$ cat config.mk
export PLATFORM = sky130hd
export DESIGN_NAME = demux14_stream_router
export DESIGN_NICKNAME = d
export VERILOG_FILES = /design/src/rtl/demux14_pkg.sv /design/src/rtl/demux14_slot.sv /design/src/rtl/demux14_stream_router.sv
export SDC_FILE = /design/constraint.sdc
export NUM_CORES = 1
export LEC_CHECK = 0
export ABC_CLOCK_PERIOD_IN_PS = 2600
export BUFFER_PORTS_ARGS = -buffer_cell sky130_fd_sc_hd__buf_2
export CAP_MARGIN = 20
export CORE_MARGIN = 2
export CORE_UTILIZATION = 40
export CTS_BUF_LIST = sky130_fd_sc_hd__clkbuf_16
export CTS_CLUSTER_DIAMETER = 100
export CTS_CLUSTER_SIZE = 40
export DETAILED_ROUTE_END_ITERATION = 8
export HOLD_SLACK_MARGIN = 0.1
export PLACE_DENSITY_LB_ADDON = 0.3
export SLEW_MARGIN = 10
export SYNTH_ARGS = -nofsm -noshare
export SYNTH_HDL_FRONTEND = slang
export SYNTH_SLANG_ARGS = --single-unit
$ cat constraint.sdc
create_clock -name clk -period 2.6 [get_ports clk]
set_input_delay 0.39 -clock clk [delete_from_list [all_inputs] [get_ports clk]]
set_output_delay 0.39 -clock clk [all_outputs]
set_load 0.05 [all_outputs]
$ cat src/rtl/demux14_pkg.sv
// Shared definitions for the registered 1:4 stream router: channel count,
// channel index type and the select-to-channel mapping.
package demux14_pkg;

  localparam int NUM_CH = 4;
  localparam int CH_W   = 2;

  typedef logic [CH_W-1:0] ch_idx_t;

  // Channel index is {s0, s1}: s0 is the MSB, so s0=1,s1=0 selects CH2.
  localparam ch_idx_t CH0 = 2'b00;
  localparam ch_idx_t CH1 = 2'b01;
  localparam ch_idx_t CH2 = 2'b10;
  localparam ch_idx_t CH3 = 2'b11;

  function automatic ch_idx_t sel_to_ch(input logic s0, input logic s1);
    return ch_idx_t'({s0, s1});
  endfunction

endpackage

$ cat src/rtl/demux14_slot.sv
// One-entry holding register for a single output channel. Data reads 0
// whenever the slot is empty.
module demux14_slot
  import demux14_pkg::*;
#(
  parameter int WIDTH = 8
) (
  input  logic             clk,
  input  logic             rst,
  input  logic             load,
  input  logic [WIDTH-1:0] load_data,
  input  logic             drain,
  output logic             valid,
  output logic [WIDTH-1:0] data
);

  logic             valid_q;
  logic [WIDTH-1:0] data_q;

  // A load wins over a drain in the same cycle: the old word leaves and the
  // new one takes its place without a bubble.
  always_ff @(posedge clk) begin
    if (rst) begin
      valid_q <= 1'b0;
      data_q  <= '0;
    end else if (load) begin
      valid_q <= 1'b1;
      data_q  <= load_data;
    end else if (drain) begin
      valid_q <= 1'b0;
    end
  end

  assign valid = valid_q;
  assign data  = valid_q ? data_q : '0;

endmodule

$ cat src/rtl/demux14_stream_router.sv
// Registered, flow-controlled 1:4 demultiplexer. Each word is routed to one
// of four one-entry output slots, chosen by {s0,s1} or by a round-robin pointer.
module demux14_stream_router
  import demux14_pkg::*;
#(
  parameter int WIDTH   = 8,
  parameter int RR_MODE = 0,
  parameter int CNT_W   = 16
) (
  input  logic                    clk,
  input  logic                    rst,
  input  logic                    in_valid,
  output logic                    in_ready,
  input  logic [WIDTH-1:0]        in_data,
  input  logic                    s0,
  input  logic                    s1,
  output logic [NUM_CH-1:0]       out_valid,
  input  logic [NUM_CH-1:0]       out_ready,
  output logic [NUM_CH*WIDTH-1:0] out_data,
  output logic [1:0]              rr_ptr,
  output logic [CNT_W-1:0]        xfer_cnt
);

  // Handshakes: a transfer happens at a rising edge where valid && ready are
  // both 1. Valid never depends on ready; ready may depend on valid/select.

  ch_idx_t          rr_q;
  ch_idx_t          ch;
  logic             accept;
  logic [CNT_W-1:0] cnt_q;
  logic [WIDTH-1:0] slot_data [NUM_CH];

  assign ch = (RR_MODE != 0) ? rr_q : sel_to_ch(s0, s1);

  // Accept into an empty slot, or into a full one draining this same cycle.
  always_comb begin
    in_ready = 1'b0;
    if (!rst) begin
      in_ready = !out_valid[ch] || out_ready[ch];
    end
  end

  assign accept = in_valid && in_ready;

  for (genvar c = 0; c < NUM_CH; c++) begin : g_slot
    logic slot_load;
    logic slot_drain;

    assign slot_load  = accept && (ch == ch_idx_t'(c));
    assign slot_drain = out_valid[c] && out_ready[c];

    demux14_slot #(
      .WIDTH(WIDTH)
    ) u_slot (
      .clk      (clk),
      .rst      (rst),
      .load     (slot_load),
      .load_data(in_data),
      .drain    (slot_drain),
      .valid    (out_valid[c]),
      .data     (slot_data[c])
    );

    assign out_data[c*WIDTH +: WIDTH] = slot_data[c];
  end

  // Strict round-robin: the pointer only advances on an accept, so a blocked
  // channel stalls the input instead of being skipped.
  always_ff @(posedge clk) begin
    if (rst) begin
      rr_q <= CH0;
    end else if (accept && (RR_MODE != 0)) begin
      rr_q <= rr_q + ch_idx_t'(1);
    end
  end

  always_ff @(posedge clk) begin
    if (rst) begin
      cnt_q <= '0;
    end else if (accept) begin
      cnt_q <= cnt_q + CNT_W'(1);
    end
  end

  assign rr_ptr   = (RR_MODE != 0) ? rr_q : 2'b00;
  assign xfer_cnt = cnt_q;

endmodule

Yosys cells after proc, flatten, opt, wreduce, memory -nomap -nowiden
Index checks and enable logic that the tools add are counted.

word-level totals
  register bits = 52
  input port bits = 17
  output and inout port bits = 55
  word-level logic and storage cells = 47

operators by class
  $add $sub $neg = 1
  magnitude comparators = 1
  equal/unequal tests = 3
  mux-type cells = 17
  reduce and logical (&&, ||, !) cells = 16

operators with widths
  cell                     number
  $mux W8                  4
  $add A16 B1 Y16 const B  1
  $mux W1                  11
  $logic_and A1 B1 Y1      9
  $reduce_bool A2 Y1       4
  $bmux W1 S2              2
  $eq A2 B2 Y1 const B     2
  $lt A2 B3 Y1 const B     1
  $eq A2 B1 Y1 const B     1
  $logic_not A2 Y1         1
  $logic_not A1 Y1         1
  $logic_or A1 B1 Y1       1

Logic depth before layout (Yosys ltp)
Gate-level depths: netlist of run 1.

  depth after elaboration = 8
  depth in mapped cells = 6
  mapped depth without buffers = 4

Modules after synthesis
From an unflattened synthesis of run 1, not the netlist that was laid out.

second synthesis, totals
  cells, all modules = 264
  area, all modules = 2422.3 sq um

by module, submodules not included
  module                 instances  cells an instance  area each (sq um)  sequential area each (sq um)
  demux14_slot           4          38                 371.6              180.2
  demux14_stream_router  1          112                935.9              320.3

Worst setup path after synthesis of run 1
Ideal clock, no wire load.

  path type = register to output
  start = reg g_slot[0].u_slot.valid_q
  end = out in_ready
  data arrival time = 1.953 ns
  required time = 2.210 ns
  slack = 0.257 ns
  cell stages (with the launch flop) = 6
  path buffers = 2
  path through = dfxtp_1 -> nor2b_1 -> mux4_2 -> buf_2 -> clkbuf_1 -> nor2_1

between the ends
  cells in the longest elaborated chain, start to end = 5

ends and longest elaborated chain
  item                           line                         RTL
  from (decl)                    demux14_slot.sv:17           logic valid_q;
  from (signal assigned)         demux14_slot.sv:24           valid_q <= 1'b0;
  from (signal assigned)         demux14_slot.sv:27           valid_q <= 1'b1;
  from (signal assigned)         demux14_slot.sv:30           valid_q <= 1'b0;
  $bmux W1 S2                    demux14_stream_router.sv:39  in_ready = !out_valid[ch] || out_ready[ch];
  $mux W1 (implied by the code)  demux14_stream_router.sv:39
  $logic_not A1 Y1               demux14_stream_router.sv:39
  $logic_or A1 B1 Y1             demux14_stream_router.sv:39
  $mux W1                        demux14_stream_router.sv:38  if (!rst) begin
  to (decl)                      demux14_stream_router.sv:13  output logic in_ready,

Every way passes these cells. The select of a mux whose other input is x is not followed.

Worst setup path in the final report of run 1
  start = reg g_slot[2].u_slot.valid_q
  end = out in_ready

between the ends
  cells in the longest elaborated chain, start to end = 5

ends and longest elaborated chain
  item                           line
  from (decl)                    demux14_slot.sv:17
  from (signal assigned)         demux14_slot.sv:24
  from (signal assigned)         demux14_slot.sv:27
  from (signal assigned)         demux14_slot.sv:30
  $bmux W1 S2                    demux14_stream_router.sv:39
  $mux W1 (implied by the code)  demux14_stream_router.sv:39
  $logic_not A1 Y1               demux14_stream_router.sv:39
  $logic_or A1 B1 Y1             demux14_stream_router.sv:39
  $mux W1                        demux14_stream_router.sv:38

Every way passes these cells. The select of a mux whose other input is x is not followed.

==> run_results.csv, run 1 <==
group,metric,value,unit
status,status,"finished clean",
die,core,5610,µm²
clocking,cts_tree,"built",
detailed_routing,drtAntennaViolNets,0,
pwr,p_per_area,540,nW/µm²
logic_synthesis,syn_area_per_cell,9.16,µm²
finish,layout-drive-gt1-share,26.6,%
logic_synthesis,synth.most_common_cell,"dfxtp_1",
flow_run,cap_violations,0,
sta,worst_pin_slew,616,ps
finish,multi_input_area,1220,µm²
setup_path,path_class,"reg2out",
logic_synthesis,synth.cell_area,2350,µm²
setup_path,critPathMaxFanout,29,
setup_path,crit_arrival,2030,ps
clocking,cts_buffers,5,
finish,antennaDiodeCount,0,
global_route,grt_pass1_vias,1763,
clocking,clk_path_buf_depth,2,
sta,relSlewSlack,58.8,%
pwr,p_comb_share,7.7,%
clocking,clock_sinks,52,
setup_path,crit_buf_inv,1,
global_route,grt_max_degree,30,
pwr,swShare,23.1,%
setup_path,critical-path-top-delay-family,"multiplexers",
global_route,antenna_found_initial,0,
hold_path,hp-class,"in2reg",
logic_synthesis,ys_ff_latch,52,
die,die_w,80.7,µm
logic_synthesis,netlist_top_cells_count,"52 x dfxtp_1, 39 x nor2_1, 34 x mux2i_1, 33 x and2_1, 12 x clkbuf_1",
setup_path,worstPathCellList,"nor2b_1 -> mux4_2 -> nor2_1 -> buf_2",
clocking,hold_buffers,0,
logic_synthesis,async_flop_share,0,%
finish,syn_to_final_growth,22.3,%
sta,rsz0062_at_grt,"false",
setup_path,cpMaxStageDelayCell,"mux4_2",
sta,whs,405,ps
global_route,grt_pass1_wl,8.90,mm
placement,port_buffers,69,
clocking,cts-root-buf,"clkbuf_16",
detailed_routing,vias_per_cell,5.13,
detailed_routing,remaining_drc_errors,0,
die,pin_count,72,
die,initial_utilization,42.0,%
setup_path,slowest_delay,700,ps
pwr,pwr-share-seq,52.8,%
sta,hold_viol,0,
placement,dp.final_hpwl,3.91,mm
die,num_rows,27,
logic_synthesis,ys_seq_area_share,44.2,%
pwr,p_int,0.00120,W
clocking,htreeDepth,2,
detailed_routing,wl_per_cell,14.0,µm
clocking,clkTransAtPathRegs,60,ps
sta,clock-skew-final,4.74,ps
pwr,vdd_drop_max,255,µV
placement,routabilityCongestion,0.752,
logic_synthesis,yosys_warnings,0,
finish,register_area,1040,µm²
pwr,p_leak,1.34,nW
pwr,p_sw,0.000359,W
logic_synthesis,synth_cell_types,30,
logic_synthesis,synthDominantCellAreaShare,44.2,%
sta,setup_viol,0,
sta,fin_crit,2420,ps
detailed_routing,via_count,2007,
sta,max_freq,0.413,GHz
sta,fin_setup_tns,0,ps
logic_synthesis,synthTopCellsByArea,"dfxtp_1 44%, mux2i_1 14%, and2_1 8.8%, nor2_1 6.2%, o311ai_0 2.2%",
logic_synthesis,synthCells,257,
setup_path,critPathLaunchType,"register",
logic_synthesis,yosysTopAreaCell,"dfxtp_1",
sta,fin_crit_sh,93.1,%
placement,placed_area,2750,µm²
finish,final_nets,337,
sta,finalMaxSlewViolations,0,
finish,nFillCells,583,
finish,final_area,2880,µm²
clocking,postCtsSetupBuffers,0,
global_route,overflow,0,
setup_path,required,2210,ps
detailed_routing,wirelength,5.48,mm
clocking,clock_latency,280,ps
setup_path,critPathCaptureType,"primary output",
detailed_routing,drtPass1Iterations,4,
detailed_routing,dr.first_iter.drc_count,102,
logic_synthesis,synth_edf_count,0,
global_route,gr-usage-all-layers,17.6,%
die,dieHeight,80.7,µm
logic_synthesis,ys.flop_type,"dfxtp_1",
die,dieArea,6520,µm²
clocking,post_cts_resized,0,
pwr,power.clock.fraction,39.5,%
final cells by class:
cell class / instances / area share, %
flip-flops and latches: 52 / 36.2
repair buffers: 74 / 13.3
well taps: 72 / 3.13
multi-input cells: 184 / 42.5
clock inverters: 2 / 0.304
clock buffers: 5 / 4.35
inverters: 2 / 0.261
power by group through the flow:
stage / Sequential (W) / Combinational [W] / Clock [W]
after floorplan: 0.000846 / 0.0000742 / 0
after CTS: 0.000822 / 0.000121 / 0.000630
after detailed placement: 0.000840 / 0.000120 / 0
final: 0.000822 / 0.000119 / 0.000615
after global routing: 0.000824 / 0.000130 / 0.000671
after global placement: 0.000839 / 0.000118 / 0
registers in the layout, summed over array words and instances (netlist names):
signal and cells:
g_slot.u_slot.data_q 32, g_slot.u_slot.valid 4, xfer_cnt 16
final timing paths:
| path | startpoint | endpoint | slack [ps] | cells past startpoint |
|---|---|---|---|---|
| worst max register to register | g_slot[2].u_slot.valid | xfer_cnt[14] | 470 | 4 |
| worst min-delay path | in_data[0] | g_slot[1].u_slot.data_q[0] | 410 | 3 |
| worst max-delay path | g_slot[2].u_slot.valid | in_ready | 180 | 4 |
| worst min register to register | xfer_cnt[15] | xfer_cnt[15] | 480 | 2 |
through the flow:
stage                     power (W)  utilization (%)  instances  setup WS, ps
after floorplan            0.000920                -        258           257
after global placement     0.000958             49.0        384           500
after detailed placement   0.000960             49.0        384           448
after CTS                   0.00157             51.3        391           154
after global routing        0.00163             51.3        391          23.8
final                       0.00156             51.3        391           179
logic make-up after synthesis:
kind of cell               synth area share [%]
AOI/OAI and AO/OA                          7.39
adders and majority gates                 0.531
buffers and inverters                      4.52
DFF                                        44.2
muxes                                      16.4
other                                     0.159
and+or+nand+nor                            26.8
cells in the final DEF, fill, tap and decap left out, types with 2 or more instances in the layout:
cell	count
inv_1	3
mux2i_1	34
o311ai_0	6
nand2_1	9
nor4_1	3
mux2_2	2
and4_1	2
o21ai_0	3
or4_1	4
o41ai_1	5
or3_1	3
conb_1	2
nor2b_1	7
o31ai_1	3
dfxtp_1	52
clkbuf_16	5
nand2b_1	3
and2_1	33
a21oi_1	8
nand3_1	6
buf_4	5
buf_2	69
nand4_1	6
nor2_1	39
worst min-delay path, stage by stage:
cell and delay [ps]:
buf_2 120, mux2i_1 70, nor2_1 70
routing by layer:
layer | global-route usage, % | routed length, µm
met5 | 0 | 0
met4 | 4.07 | 43
met1 | 24.8 | 2560
met3 | 4.61 | 294
met2 | 26.8 | 2590
No activity file was read; power rests on OpenSTA's default activity.
==> inputs of run 2 (changes only) <==
--- a/config.mk
+++ b/config.mk
@@ -9,11 +9,12 @@
 export BUFFER_PORTS_ARGS = -buffer_cell sky130_fd_sc_hd__buf_2
 export CAP_MARGIN = 20
 export CORE_MARGIN = 2
-export CORE_UTILIZATION = 40
+export CORE_UTILIZATION = 51
 export CTS_BUF_LIST = sky130_fd_sc_hd__clkbuf_16
 export CTS_CLUSTER_DIAMETER = 100
 export CTS_CLUSTER_SIZE = 40
 export DETAILED_ROUTE_END_ITERATION = 8
+export GPL_ROUTABILITY_DRIVEN = 1
 export HOLD_SLACK_MARGIN = 0.1
 export PLACE_DENSITY_LB_ADDON = 0.3
 export SLEW_MARGIN = 10
==> run_results.csv, run 2 (synthesis results as in run 1) <==
group,metric,value,unit
clocking,htreeDepth,2,
placement,dp.final_hpwl,3.66,mm
setup_path,crit_buf_inv,1,
clocking,postCtsSetupBuffers,0,
clocking,clock_sinks,52,
die,num_rows,24,
detailed_routing,wirelength,5.31,mm
die,pin_count,72,
setup_path,worstPathCellList,"nor2b_1 -> mux4_2 -> nor2_1 -> buf_2",
finish,mostFrequentLayoutCells,"69 x buf_2, 52 x dfxtp_1, 39 x nor2_1",
sta,setup_viol,0,
die,dieHeight,72.0,µm
detailed_routing,wl_per_cell,14.4,µm
finish,layout-drive-gt1-share,26.1,%
detailed_routing,drtPass1Iterations,4,
finish,antennaDiodeCount,0,
setup_path,path_class,"reg2out",
die,die_w,72.0,µm
global_route,antenna_found_initial,0,
finish,final_common_cell,"buf_2",
setup_path,critical-path-top-delay-family,"multiplexers",
sta,clock-skew-final,7.64,ps
detailed_routing,drtAntennaViolNets,0,
hold_path,hp-class,"in2reg",
detailed_routing,via_count,2057,
sta,max_freq,0.416,GHz
flow_run,cap_violations,0,
pwr,vdd_drop_max,346,µV
sta,whs,406,ps
finish,regMostFlops,"g_slot.u_slot.data_q",
finish,largest_register_ffs,32,
placement,port_buffers,69,
die,core,4410,µm²
setup_path,critPathLaunchType,"register",
clocking,clock_latency,290,ps
sta,worst_pin_slew,651,ps
sta,hold_viol,0,
setup_path,crit_arrival,2020,ps
detailed_routing,remaining_drc_errors,0,
global_route,gr-usage-all-layers,21.1,%
clocking,cts_buffers,5,
sta,fin_setup_tns,0,ps
global_route,grt_pass1_vias,1798,
sta,finalMaxSlewViolations,0,
setup_path,slowest_delay,700,ps
setup_path,required,2210,ps
die,initial_utilization,53.3,%
sta,relSlewSlack,56.3,%
setup_path,critPathCaptureType,"primary output",
placement,routabilityCongestion,0.788,
clocking,cts-root-buf,"clkbuf_16",
global_route,grt_pass1_wl,8.56,mm
setup_path,cpMaxStageDelayCell,"mux4_2",
detailed_routing,dr.first_iter.drc_count,156,
global_route,grt_max_degree,32,
finish,final_nets,335,
clocking,clkTransAtPathRegs,70,ps
pwr,p_per_area,551,nW/µm²
setup_path,critPathMaxFanout,29,
sta,fin_crit_sh,92.5,%
clocking,cts_tree,"built",
status,status,"finished clean",
pwr,p_leak,1.33,nW
sta,rsz0062_at_grt,"false",
finish,syn_to_final_growth,20.8,%
clocking,clk_path_buf_depth,2,
detailed_routing,vias_per_cell,5.56,
global_route,overflow,0,
clocking,post_cts_resized,0,
die,dieArea,5180,µm²
clocking,hold_buffers,0,
sta,fin_crit,2410,ps
-- run 2: layer usage --
| layer | part of all wire (%) | routed length [µm] | global-route usage, % |
|---|---|---|---|
| met1 | 46 | 2470 | 28.9 |
| met4 | 1.8 | 93 | 8.81 |
| met5 | 0 | 0 | 0 |
| met3 | 5.2 | 274 | 4.86 |
| met2 | 47 | 2470 | 32.3 |
-- run 2: layout make-up --
| cell class | instances | area [µm²] |
|---|---|---|
| Clock buffer | 5 | 125 |
| Clock inverter | 3 | 15.0 |
| Fill cell | 390 | 1570 |
| Inverter | 2 | 7.51 |
| Multi-Input combinational cell | 184 | 1220 |
| Sequential cell | 52 | 1040 |
| Tap cell | 52 | 65.1 |
| Timing Repair Buffer | 72 | 368 |
-- run 2: power by group --
part / total (W) / switching, W / leakage [nW] / internal, W
combinational: 0.000118 / 0.0000807 / 0.843 / 0.0000375
sequential: 0.000822 / 0.0000110 / 0.420 / 0.000811
clock: 0.000628 / 0.000278 / 0.0687 / 0.000350
total: 0.00157 / 0.000369 / 1.33 / 0.00120
-- run 2: worst paths after layout --
check                    startpoint                    endpoint  slack (ps)  depth (start not counted)
min reg2reg            xfer_cnt[15]                xfer_cnt[15]         480                          2
min                      in_data[2]  g_slot[3].u_slot.data_q[2]         410                          3
max          g_slot[0].u_slot.valid                    in_ready         190                          4
max reg2reg  g_slot[0].u_slot.valid                xfer_cnt[14]         450                          4
-- run 2: metrics by stage --
stage	utilization, %	std cells	setup slack, ps	cell area, µm²	total power (W)
after CTS	64.5	370	183	2850	0.00158
final	64.5	370	194	2850	0.00157
after floorplan	-	258	257	2360	0.000920
after global placement	61.3	362	500	2710	0.000955
after global routing	64.5	370	38.7	2850	0.00162
after detailed placement	61.3	362	471	2710	0.000957
-- run 2: worst register-to-register path, delay by kind of cell, from the launching register on --
kind             cells  cell delay [ps]
flip-flops           1              390
multiplexers         2             1060
AND/OR/NAND/NOR      2              590
==> inputs of run 3 (changes only) <==
--- a/config.mk
+++ b/config.mk
@@ -5,11 +5,12 @@
 export SDC_FILE = /design/constraint.sdc
 export NUM_CORES = 1
 export LEC_CHECK = 0
+export ABC_AREA = 1
 export ABC_CLOCK_PERIOD_IN_PS = 2600
 export BUFFER_PORTS_ARGS = -buffer_cell sky130_fd_sc_hd__buf_2
 export CAP_MARGIN = 20
 export CORE_MARGIN = 2
-export CORE_UTILIZATION = 51
+export CORE_UTILIZATION = 53
 export CTS_BUF_LIST = sky130_fd_sc_hd__clkbuf_16
 export CTS_CLUSTER_DIAMETER = 100
 export CTS_CLUSTER_SIZE = 40
@@ -17,6 +18,7 @@
 export GPL_ROUTABILITY_DRIVEN = 1
 export HOLD_SLACK_MARGIN = 0.1
 export PLACE_DENSITY_LB_ADDON = 0.3
+export SKIP_CTS_REPAIR_TIMING = 1
 export SLEW_MARGIN = 10
 export SYNTH_ARGS = -nofsm -noshare
 export SYNTH_HDL_FRONTEND = slang
==> run_results.csv, run 3 <==
group,metric,value,unit
status,status,"finished clean",
placement,dp.final_hpwl,4.82,mm
placement,routabilityCongestion,0.907,
pwr,pwr-share-seq,47.3,%
global_route,antenna_found_initial,0,
finish,final_nets,542,
clocking,cts_buffers,5,
die,initial_utilization,55.9,%
detailed_routing,dr.first_iter.drc_count,114,
setup_path,required,2210,ps
detailed_routing,wl_per_cell,11.1,µm
flow_run,cap_violations,0,
finish,register_area,1040,µm²
pwr,p_comb_share,9.1,%
sta,fin_crit_sh,82.2,%
global_route,grt_pass1_vias,2602,
sta,rsz0062_at_grt,"false",
finish,final_common_cell,"nand2_1",
global_route,grt_pass1_wl,11.3,mm
die,dieHeight,78.1,µm
die,core,5200,µm²
global_route,overflow,0,
setup_path,setup.worst_path.start,"g_slot[2].u_slot.valid",
setup_path,critPathCaptureType,"primary output",
detailed_routing,remaining_drc_errors,0,
pwr,p_sw,0.000448,W
placement,pre_cts_ws,664,ps
hold_path,min-delay-start,"out_ready[3]",
setup_path,path_class,"reg2out",
pwr,power.clock.fraction,43.6,%
logic_synthesis,synth.cell_area,2910,µm²
pwr,p_leak,1.96,nW
die,pin_count,72,
sta,setup_viol,0,
sta,hold_viol,0,
finish,layout-drive-gt1-share,17.9,%
finish,multi_input_area,1380,µm²
logic_synthesis,synthTopCellsByArea,"dfxtp_1 36%, nand2_1 21%, inv_1 10%, nor2_1 10%, a21oi_1 3.3%",
sta,clock-skew-final,5.79,ps
logic_synthesis,async_flop_share,0,%
global_route,grt_max_degree,31,
logic_synthesis,synthCells,470,
finish,antennaDiodeCount,0,
clocking,clock_sinks,52,
logic_synthesis,synth_edf_count,0,
detailed_routing,wirelength,6.62,mm
logic_synthesis,ys.flop_type,"dfxtp_1",
sta,fin_setup_tns,0,ps
logic_synthesis,yosys_warnings,0,
clocking,clock_latency,290,ps
pwr,p_per_area,527,nW/µm²
die,die_w,78.1,µm
global_route,gr-usage-all-layers,22.7,%
clocking,clk_path_buf_depth,2,
sta,max_freq,0.468,GHz
setup_path,crit_arrival,1750,ps
detailed_routing,via_count,2808,
placement,port_buffers,69,
finish,regMostFlops,"g_slot.u_slot.data_q",
die,dieArea,6100,µm²
logic_synthesis,syn_area_per_cell,6.19,µm²
finish,mostFrequentLayoutCells,"165 x nand2_1, 80 x inv_1, 80 x nor2_1",
finish,nFillCells,493,
sta,fin_crit,2140,ps
finish,largest_register_ffs,32,
logic_synthesis,ys_seq_area_share,35.8,%
clocking,clkTransAtPathRegs,70,ps
finish,final_core_util,64.4,%
setup_path,rr_startpoint,"g_slot[2].u_slot.valid",
detailed_routing,drtAntennaViolNets,0,
pwr,p_int,0.00132,W
setup_path,rrSetupSlack,760,ps
sta,whs,366,ps
logic_synthesis,ys_ff_latch,52,
sta,setup_ws,464,ps
detailed_routing,drtPass1Iterations,4,
setup_path,critPathMaxFanout,11,
pwr,vdd_drop_max,377,µV
clocking,htreeDepth,2,
clocking,cts_tree,"built",
setup_path,critPathLaunchType,"register",
finish,syn_to_final_growth,15.2,%
logic_synthesis,synthDominantCellAreaShare,35.8,%
logic_synthesis,yosysTopAreaCell,"dfxtp_1",
clocking,cts-root-buf,"clkbuf_16",
logic_synthesis,synth_cell_types,24,
detailed_routing,vias_per_cell,4.72,
pwr,swShare,25.3,%
pwr,p_total,0.00177,W
hold_path,hp-class,"in2reg",
die,num_rows,26,
logic_synthesis,netlist_top_cells_count,"165 x nand2_1, 80 x inv_1, 80 x nor2_1, 52 x dfxtp_1, 19 x a21oi_1",
logic_synthesis,synth.most_common_cell,"nand2_1",
sta,finalMaxSlewViolations,0,
-- run 3: changes by cell type after synthesis, moves of 7 or more --
cell	before	now
nor2b_1	7	0
a21oi_1	8	19
nor2_1	39	80
clkbuf_1	12	4
inv_1	2	80
and2_1	33	0
nand2_1	9	165
mux2i_1	34	0
-- run 3: logic make-up (layout without fill, tap and decap cells) --
group / Yosys count / count (layout) / synth area share [%]
AO/OA/AOI/OAI: 22 / 22 / 3.78
XOR/XNOR: 8 / 8 / 2.41
adder cells (fa/ha/maj): 1 / 1 / 0.430
buffers and inverters: 108 / 162 / 16.9
flip-flops: 52 / 52 / 35.8
other: 1 / 2 / 0.129
AND/OR/NAND/NOR: 278 / 278 / 40.6
-- run 3: worst max-delay path, cell delays in order, from the launching register on --
cell and delay, ps:
dfxtp_1 590, nand2_1 100, nand2_1 70, nand2_1 50, nand2_1 80, nand2_2 210
nand2_1 120, inv_1 40, buf_2 200
-- run 3: per-layer routing --
layer	share of wire (%)	GRT usage, %	routed length (µm)
met1	43	25.7	2830
met2	50	42.5	3340
met3	4.6	3.68	303
met4	2.1	8.42	140
met5	0	0	0
-- run 3: worst paths after layout --
kind              depth (start not counted)                      to
setup / recovery                          8                in_ready
hold / removal                            4  g_slot[3].u_slot.valid
setup reg to reg                          9             xfer_cnt[8]
hold reg to reg                           2            xfer_cnt[15]
-- run 3: final cells by class --
class / instances / area share [%]
Multi-Input combinational cell: 311 / 41.2
Tap cell: 70 / 2.61
Inverter: 83 / 9.29
Timing Repair Buffer: 71 / 10.7
Clock buffer: 5 / 3.73
Sequential cell: 52 / 31.0
Clock inverter: 3 / 1.38
-- run 3: metrics by stage --
step / cells / area [µm²]
2_1_floorplan: 471 / 2910
3_3_place_gp: 587 / 3180
3_5_place_dp: 587 / 3180
4_1_cts: 595 / 3350
5_1_grt: 595 / 3350
6_report: 595 / 3350
-- run 3: power by group through the flow --
stage | clock, W | sequential, W | combinational (W)
2_1_floorplan | 0 | 0.000854 | 0.000123
3_3_place_gp | 0 | 0.000853 | 0.000156
3_5_place_dp | 0 | 0.000854 | 0.000160
4_1_cts | 0.000782 | 0.000835 | 0.000161
5_1_grt | 0.000808 | 0.000838 | 0.000178
6_report | 0.000771 | 0.000835 | 0.000161
